<file path="config.mk">
export PLATFORM = sky130hd
export DESIGN_NAME = mem_port_arbiter
export DESIGN_NICKNAME = d
export VERILOG_FILES = /design/src/rtl/mem_arb_pkg.sv /design/src/rtl/arb_prio_sel.sv /design/src/rtl/mem_port_arbiter.sv
export SDC_FILE = /design/constraint.sdc
export NUM_CORES = 1
export LEC_CHECK = 0
export ABC_AREA = 1
export BUFFER_PORTS_ARGS = -buffer_cell sky130_fd_sc_hd__buf_2
export CAP_MARGIN = 40
export CORE_AREA = 5 5 101 103
export CTS_BUF_LIST = sky130_fd_sc_hd__clkbuf_8
export DETAILED_ROUTE_END_ITERATION = 10
export DIE_AREA = 0 0 106 108
export PLACE_DENSITY = 0.54
export SYNTH_ARGS = -nofsm -noshare
export SYNTH_HDL_FRONTEND = slang
export SYNTH_SLANG_ARGS = --single-unit
</file>
<file path="constraint.sdc">
create_clock -name clk -period 1.1 [get_ports clk]
set_clock_uncertainty 0.2 [all_clocks]
set_input_delay 0.11 -clock clk [delete_from_list [all_inputs] [get_ports clk]]
set_output_delay 0.11 -clock clk [all_outputs]
set_load 0.005 [all_outputs]
</file>
<file path="src/rtl/mem_arb_pkg.sv">
// Shared widths and encodings for the instruction/data memory port arbiter.
// The arbitration policy is selected by the ARB_ROUND_ROBIN_EN macro.
package mem_arb_pkg;

  localparam int ADDR_W = 32;
  localparam int DATA_W = 32;

  // Owner of the read whose data returns in the current cycle.
  typedef enum logic [1:0] {
    NONE   = 2'd0,
    OWN_IF = 2'd1,
    OWN_D  = 2'd2
  } pend_e;

  // Winner of the most recent conflict (round-robin pointer).
  typedef enum logic {
    WIN_IF = 1'b0,
    WIN_D  = 1'b1
  } winner_e;

  // Bit positions inside the one-hot grant vector.
  localparam int GNT_IF = 0;
  localparam int GNT_D  = 1;

  localparam logic [31:0] CNT_MAX = 32'hFFFF_FFFF;

  function automatic logic [31:0] sat_inc(input logic [31:0] value);
    return (value == CNT_MAX) ? value : value + 32'd1;
  endfunction

endpackage

</file>
<file path="src/rtl/arb_prio_sel.sv">
// Combinational grant selector: one-hot grant from the two requests and the
// last-winner pointer. ARB_ROUND_ROBIN_EN selects alternation, else data wins.
module arb_prio_sel
  import mem_arb_pkg::*;
(
  input  logic       if_req,
  input  logic       d_req,
  input  winner_e    last_winner,
  output logic [1:0] gnt
);

`ifndef ARB_ROUND_ROBIN_EN
  // Fixed priority never consults the pointer.
  logic unused_last_winner;
  assign unused_last_winner = last_winner;
`endif

  // NOTE: every output of a combinational block gets a default first, so no
  // path through the if/else leaves it unassigned and infers a latch.
  always_comb begin
    gnt = '0;
    if (if_req && d_req) begin
`ifdef ARB_ROUND_ROBIN_EN
      if (last_winner == WIN_D) gnt[GNT_IF] = 1'b1;
      else                      gnt[GNT_D]  = 1'b1;
`else
      gnt[GNT_D] = 1'b1;
`endif
    end else if (if_req) begin
      gnt[GNT_IF] = 1'b1;
    end else if (d_req) begin
      gnt[GNT_D] = 1'b1;
    end
  end

endmodule

</file>
<file path="src/rtl/mem_port_arbiter.sv">
// Two-port (fetch/data) arbiter onto a single synchronous memory port with
// fixed read latency of 1. ARB_ROUND_ROBIN_EN enables round-robin on conflict.
module mem_port_arbiter
  import mem_arb_pkg::*;
(
  input  logic              clk,
  input  logic              rst,

  input  logic              if_req,
  input  logic [ADDR_W-1:0] if_addr,
  output logic              if_gnt,
  output logic              if_rvalid,
  output logic [DATA_W-1:0] if_rdata,

  input  logic              d_req,
  input  logic              d_we,
  input  logic [ADDR_W-1:0] d_addr,
  input  logic [DATA_W-1:0] d_wdata,
  output logic              d_gnt,
  output logic              d_rvalid,
  output logic [DATA_W-1:0] d_rdata,

  output logic              mem_en,
  output logic              mem_we,
  output logic [ADDR_W-1:0] mem_addr,
  output logic [DATA_W-1:0] mem_wdata,
  input  logic [DATA_W-1:0] mem_rdata
);

  logic [1:0]  sel;
  winner_e     last_winner;
  pend_e       pend;
  logic [31:0] conflict_cnt;
  logic        conflict;

  assign conflict = if_req && d_req;

  arb_prio_sel u_sel (
    .if_req      (if_req),
    .d_req       (d_req),
    .last_winner (last_winner),
    .gnt         (sel)
  );

  // Grants are suppressed for the whole time reset is held.
  assign if_gnt = rst && sel[GNT_IF];
  assign d_gnt  = rst && sel[GNT_D];

  always_comb begin
    mem_en    = 1'b0;
    mem_we    = 1'b0;
    mem_addr  = '0;
    mem_wdata = '0;
    if (if_gnt) begin
      mem_en   = 1'b1;
      mem_addr = if_addr;
    end else if (d_gnt) begin
      mem_en    = 1'b1;
      mem_we    = d_we;
      mem_addr  = d_addr;
      mem_wdata = d_wdata;
    end
  end

  // Read data is steered straight from the memory in the cycle after the
  // grant; gating with rst drops a read that was in flight when reset hit.
  assign if_rvalid = rst && (pend == OWN_IF);
  assign d_rvalid  = rst && (pend == OWN_D);
  assign if_rdata  = if_rvalid ? mem_rdata : '0;
  assign d_rdata   = d_rvalid  ? mem_rdata : '0;

  // NOTE: sequential state uses non-blocking assignments so every register
  // samples the pre-edge values and simulation matches the synthesized flops.
  always_ff @(posedge clk) begin
    if (!rst) begin
      pend         <= NONE;
      conflict_cnt <= '0;
    end else begin
      if (if_gnt)              pend <= OWN_IF;
      else if (d_gnt && !d_we) pend <= OWN_D;
      else                     pend <= NONE;
      if (conflict) conflict_cnt <= sat_inc(conflict_cnt);
    end
  end

`ifdef ARB_ROUND_ROBIN_EN
  // Pointer starts at D so that fetch wins the first conflict after reset.
  always_ff @(posedge clk) begin
    if (!rst)          last_winner <= WIN_D;
    else if (conflict) last_winner <= d_gnt ? WIN_D : WIN_IF;
  end
`else
  assign last_winner = WIN_D;
`endif

endmodule

</file>
### Yosys cells after proc, flatten, opt, wreduce, memory -nomap -nowiden

Cells that the tools add are included.

* bits in registers: 2
* bits in latches: 0
* bits in writable memories: 0
* bits in read-only memories: 0
* word-level logic and storage cells: 30
* memories: 0

* add/sub/neg operators: 0
* multiply operators: 0
* divide/modulo/power cells: 0
* magnitude comparators: 0
* eq/ne operators: 2
* shift operators: 0
* mux-type cells: 17
* bitwise gates (word level): 1
* reduce and logical (&&, ||, !) cells: 8

Operator list (number)
* $mux W32: 6
* $mux W1: 10
* $logic_and A1 B1 Y1: 6
* $eq A2 B1 Y1 const B: 1
* $eq A2 B2 Y1 const B: 1
* $mux W2: 1
* $reduce_or A2 Y1: 1
* $logic_not A1 Y1: 1
* $not A1 Y1: 1

### Depth between registers and ports, before layout

Gate-level depths: netlist of run 1.

* depth after elaboration: 7
* depth in mapped cells: 6
* mapped depth without buffers: 4

### Cells and area by module

A second synthesis of run 1 with hierarchy kept.

* cells, all modules: 363
* area total of the unflattened synthesis: 1480.2 um^2

Modules (own cells, without submodules)
* mem_port_arbiter: instances 1, cells each 360, area each 1468.9 um^2
* arb_prio_sel: instances 1, cells each 3, area each 11.3 um^2

### Worst setup path after synthesis of run 1

No wires, ideal clock.

* path kind: register to output
* start: register pend[1]
* end: output port if_rdata[22]
* arrival time: 0.818 ns
* required time: 0.790 ns
* setup slack: -0.028 ns
* cell stages (with the launch flop): 4
* path through: dfxtp_1 nand3b_2 buf_2 nor2_1

* cells in the longest elaborated chain, start to end: 3

RTL lines
* start, declared: line mem_port_arbiter.sv:32 `pend_e pend;`
* start signal, assigned: line mem_port_arbiter.sv:76 `pend <= NONE;`
* start signal, assigned: line mem_port_arbiter.sv:79 `if (if_gnt) pend <= OWN_IF;`
* start signal, assigned: line mem_port_arbiter.sv:80 `else if (d_gnt && !d_we) pend <= OWN_D;`
* $eq A2 B1 Y1: line mem_port_arbiter.sv:67 `assign if_rvalid = rst && (pend == OWN_IF);`
* $logic_and A1 B1 Y1: line mem_port_arbiter.sv:67
* $mux W32: line mem_port_arbiter.sv:69 `assign if_rdata = if_rvalid ? mem_rdata : '0;`
* end, declared: line mem_port_arbiter.sv:13 `output logic [DATA_W-1:0] if_rdata,`

No other way between the ends.

### Final worst setup path of run 1

* start: register pend[1]
* end: output port if_rdata[20]

Same word-level chain as after synthesis.

==> results of run 1 <==
layout make-up:
cell class,count,area share (%)
Timing Repair Buffer,292,53.5
Tap cell,111,4.06
Sequential cell,2,1.24
Clock buffer,3,1.21
Multi-Input combinational cell,201,31.8
Inverter,70,8.26
logic make-up after synthesis:
logic type	share of synthesized area, %
AND/OR/NAND/NOR	66.5
buffers and inverters	30.4
flip-flops	3.11
cells in the mapped netlist:
| cell type | count |
|---|---|
| nor2_1 | 100 |
| inv_1 | 69 |
| nand2_1 | 66 |
| nand4_1 | 32 |
| buf_2 | 16 |
| buf_4 | 5 |
| clkbuf_1 | 2 |
| dfxtp_1 | 2 |
| inv_4 | 1 |
| nand2_4 | 1 |
| nand3_2 | 1 |
| nand3b_2 | 1 |
worst max-delay path: stages (launching register included):
cell and delay, ps:
dfxtp_2 320, nand3b_4 190, buf_4 180, nor2_1 90, buf_2 130
worst paths after layout:
kind,startpoint,end,slack (ps),cells past startpoint
worst max-delay path,pend[1]$_SDFF_PP0_,if_rdata[20],-320,4
worst min-delay path,d_req,pend[0]$_SDFF_PN0_,5,3
metrics by stage:
| step | cells | power (W) |
|---|---|---|
| after floorplan | 296 | 0.000384 |
| after global placement | 666 | 0.000852 |
| after detailed placement | 666 | 0.000859 |
| after CTS | 672 | 0.00121 |
| after global routing | 679 | 0.00146 |
| final | 679 | 0.00135 |
report_power, final:
| group | internal [W] | switching, W | total (W) |
|---|---|---|---|
| logic | 0.000520 | 0.000467 | 0.000987 |
| registers | 0.0000768 | 0.00000309 | 0.0000799 |
| clock network | 0.000231 | 0.0000534 | 0.000284 |
| total | 0.000828 | 0.000523 | 0.00135 |
routing by layer:
metal / GRT usage [%] / part of all wire [%]
met5: 0 / 0.15
met4: 1.57 / 0.093
met3: 3.34 / 11
met2: 24.3 / 53
met1: 11.9 / 36
repair_timing:
item	in CTS	in global routing
setup endpoints to repair	134	83
buffers inserted	1	2
gates resized for setup	21	84
pin swaps	2	12
hold buffers	1	0
gates cloned	2	5
endpoints found under the hold margin	1	0
==> flow_metrics.env, run 1 <==
export IMPL_detail_route_vias_per_cell=4.10
export IMPL_grt_setup_unrepaired="yes"
export IMPL_netlist_area_leader_share_pct=29.2
export IMPL_timing_final_crit_share_pct=129
export IMPL_tritoncts_clock_tree="built"
export IMPL_flow_area_growth_from_synthesis_pct=166
export IMPL_detailed_place_area_mm2=0.00285
export IMPL_flip_flop_count_of_the_largest_register_all_copies_and_words_added=2
export IMPL_crit_required_ps=790
export IMPL_critical_path_class="register to output port"
export IMPL_synth_seq_cells=2
export IMPL_syn_avg_cell_area_um2=4.35
export IMPL_clkTransAtPathRegs_ps=30
export IMPL_timing_worst_slew_pin_value_ps=162
export IMPL_yosys_area_top_type="nor2_1"
export IMPL_numCtsBuffers=3
export IMPL_die_w_um=106
export IMPL_cts_root_buf="clkbuf_8"
export IMPL_run_status="complete, but fails checks"
export IMPL_ant_nets=0
export IMPL_synth_top_cells_by_area="nor2_1 29%, inv_1 20%, nand2_1 19%"
export IMPL_worst_setup_path_start_kind="register"
export IMPL_setup_violations=73
export IMPL_reg_top3="pend x2"
export IMPL_post_route_drc_count=0
export IMPL_boundaryPins=267
export IMPL_cell_leakage_power_nw=2.46
export IMPL_post_drt_wl_per_cell_um=12.7
export IMPL_failed_checks="setup timing"
export IMPL_gpl_congestion=0.780
export IMPL_setup_total_negative_slack_ps=-18270
export IMPL_final_cell_mix="258 x buf_2, 79 x nor2_1, 67 x inv_1"
export IMPL_maxCapViolations=0
export IMPL_finish_utilization_pct=37.6
export IMPL_multi_input_area_mm2=0.00109
export IMPL_grt_antenna_before_repair=1
export IMPL_dpl_hpwl_mm=6.70
export IMPL_die_area_mm2=0.0114
export IMPL_fp_dieH_um=108
export IMPL_max_flop_register="pend"
export IMPL_initial_utilization_pct=14.1
export IMPL_core_rowCount=35
export IMPL_detailedRoute_firstPassIterationCount=7
export IMPL_i_o_buffers=266
export IMPL_maxSlewViolCount=0
export IMPL_synthesis_nets=429
export IMPL_remaining_max_slew_budget_at_the_tightest_pin_pct=89.2
export IMPL_layout_commonest_cell="buf_2"
export IMPL_fin_nets=703
export IMPL_grt_overflow=0
export IMPL_drtIter0Drc=92
export IMPL_cp_max_fo=6
export IMPL_ctsLongestPathBuffers=2
export IMPL_power_density_cell_area_mw_per_mm2=395
export IMPL_final_wl_mm=8.59
export IMPL_post_synth_num_cell_types=12
export IMPL_cts_sinks=2
export IMPL_dr_total_vias=2785
export IMPL_finalCriticalPeriod_ps=1420
export IMPL_critical_path_endpoint_type="output port"
export IMPL_yosysWarnings=0
export IMPL_synth_yosys_seq_area_share_pct=3.11
export IMPL_post_place_ws_ps=-137
export IMPL_sequential_cell_area_in_the_final_layout_um2=42.5
export IMPL_htree_num_levels=1
export IMPL_synthesis_area_mm2=0.00129
export IMPL_post_synthesis_cells=296
export IMPL_critical_path_arrival_ps=1110
export IMPL_fin_hold_ws_ps=5.23
export IMPL_ant_cells=0
export IMPL_max_freq_mhz=703
export IMPL_grt_start_max_net_pins=36
export IMPL_final_critical_path_setup_slack_ps=-321
export IMPL_final_fill_count=968
export IMPL_grt_total_usage_pct=11.8
export IMPL_hold_class="input port to register"
export IMPL_grt_pass1_wl_mm=11.4
export IMPL_floorplan_core_area_mm2=0.00911
export IMPL_grt_pass1_vias=2482
export IMPL_power_ir_vdd_worst_v=0.000182
export IMPL_layout_drive_gt1_share_pct=63.2
export IMPL_finalHoldViolations=0
export IMPL_final_cell_area_mm2=0.00342
(Power assumes the default switching activity.)
==> run 2, diff against run 1 <==
- REMOVE_ABC_BUFFERS: default -> 1
- SLEW_MARGIN: default -> 20
==> flow_metrics.env, run 2 (synthesis gave the netlist of run 1 again) <==
export IMPL_setup_total_negative_slack_ps=-19920
export IMPL_htree_num_levels=1
export IMPL_ant_cells=0
export IMPL_detailed_place_area_mm2=0.00284
export IMPL_final_critical_path_setup_slack_ps=-348
export IMPL_crit_required_ps=790
export IMPL_cell_leakage_power_nw=2.52
export IMPL_initial_utilization_pct=14.1
export IMPL_power_density_cell_area_mw_per_mm2=394
export IMPL_layout_drive_gt1_share_pct=64.6
export IMPL_maxSlewViolCount=0
export IMPL_timing_final_crit_share_pct=132
export IMPL_fin_hold_ws_ps=171
export IMPL_flow_area_growth_from_synthesis_pct=173
export IMPL_finalHoldViolations=0
export IMPL_finalCriticalPeriod_ps=1450
export IMPL_hold_class="input port to register"
export IMPL_whs_endpoint="pend[0]$_SDFF_PN0_"
export IMPL_power_ir_vdd_worst_v=0.000225
export IMPL_maxCapViolations=0
export IMPL_post_route_drc_count=0
export IMPL_max_flop_register="pend"
export IMPL_place_inst=668
export IMPL_worst_setup_path_start_kind="register"
export IMPL_critical_path_endpoint_type="output port"
export IMPL_post_drt_wl_per_cell_um=13.2
export IMPL_detail_route_vias_per_cell=4.14
export IMPL_failed_checks="setup timing"
export IMPL_grt_overflow=0
export IMPL_grt_pass1_vias=2492
export IMPL_clkTransAtPathRegs_ps=30
export IMPL_dr_total_vias=2816
export IMPL_tritoncts_clock_tree="built"
export IMPL_grt_antenna_before_repair=0
export IMPL_critical_path_class="register to output port"
export IMPL_final_fill_count=990
export IMPL_worst_hold_startpoint="rst"
export IMPL_grt_total_usage_pct=12.6
export IMPL_core_rowCount=35
export IMPL_grt_pass1_wl_mm=12.0
export IMPL_gpl_congestion=0.877
export IMPL_fin_nets=705
export IMPL_grt_start_max_net_pins=36
export IMPL_remaining_max_slew_budget_at_the_tightest_pin_pct=89.4
export IMPL_max_freq_mhz=691
export IMPL_cts_root_buf="clkbuf_8"
export IMPL_drtIter0Drc=105
export IMPL_final_cell_mix="257 x buf_2, 81 x nor2_1, 67 x inv_1"
export IMPL_grt_setup_unrepaired="yes"
export IMPL_run_status="complete, but fails checks"
export IMPL_holdPathStages=4
export IMPL_ctsLongestPathBuffers=2
export IMPL_ant_nets=0
export IMPL_layout_commonest_cell="buf_2"
export IMPL_cts_sinks=2
export IMPL_die_w_um=106
export IMPL_boundaryPins=267
export IMPL_critical_path_arrival_ps=1140
export IMPL_final_cell_area_mm2=0.00351
export IMPL_floorplan_core_area_mm2=0.00911
export IMPL_cp_max_fo=16
export IMPL_die_area_mm2=0.0114
export IMPL_fp_dieH_um=108
export IMPL_final_wl_mm=8.96
export IMPL_i_o_buffers=266
export IMPL_dpl_hpwl_mm=6.86
export IMPL_setup_violations=78
export IMPL_finish_utilization_pct=38.6
export IMPL_timing_worst_slew_pin_value_ps=159
export IMPL_detailedRoute_firstPassIterationCount=4
export IMPL_reg_top3="pend x2"
export IMPL_numCtsBuffers=3
export IMPL_flip_flop_count_of_the_largest_register_all_copies_and_words_added=2
export IMPL_post_layout_nonfiller_instances=681
## run 2: layout make-up
| cell class | instances | area, um2 | share of cell area (%) |
|---|---|---|---|
| flip-flops and latches | 2 | 42.5 | 1.21 |
| repair buffers | 294 | 1860 | 52.9 |
| inverters | 70 | 288 | 8.19 |
| multi-input cells | 201 | 1140 | 32.6 |
| clock buffers | 3 | 41.3 | 1.18 |
| well taps | 111 | 139 | 3.95 |
## run 2: metrics by stage
| step | worst slack (ps) | total power, W |
|---|---|---|
| final | -348 | 0.00138 |
| after global routing | -418 | 0.00151 |
| after CTS | -361 | 0.00120 |
| after detailed placement | -137 | 0.000862 |
| after global placement | -117 | 0.000856 |
| after floorplan | -215 | 0.000319 |
## run 2: worst max-delay path, cell delays in order, from the launching register on
cell and delay [ps]:
dfxtp_2 330, buf_6 100, nand3b_4 100, clkbuf_16 190
nor2_1 90, buf_2 120
## run 2: worst max path at each step
stage	start	end	slack, ps	cells after the start
floorplan	pend[1]$_SDFF_PP0_	if_rdata[0]	-220	2
global placement	pend[1]$_SDFF_PP0_	if_rdata[2]	-120	4
detailed placement	pend[1]$_SDFF_PP0_	if_rdata[4]	-140	4
CTS	pend[1]$_SDFF_PP0_	if_rdata[4]	-360	4
global route	pend[0]$_SDFF_PN0_	d_rdata[26]	-420	5
finish	pend[0]$_SDFF_PN0_	if_rdata[11]	-350	5
## run 2: report_power, final
group,switching [W],internal [W],total (W)
combinational,0.000490,0.000533,0.00102
clock,0.0000503,0.000231,0.000281
sequential,0.00000261,0.0000768,0.0000794
## run 2: per-layer routing
layer	global-route usage [%]	vias up	share of wire (%)
met5	0	-	0
met4	3.24	0	0.80
met3	2.99	4	9.4
met2	22.7	159	53
met1	15.1	1235	37
li1	-	1418	-
## run 2: what timing repair did
action | in CTS | in global routing
hold endpoints to repair | 1 | 1
gates cloned | 2 | 5
gates resized for setup | 13 | 112
pin swaps | 2 | 16
hold buffers | 1 | 1
endpoints found under the setup margin | 102 | 106
setup buffers | 1 | 1
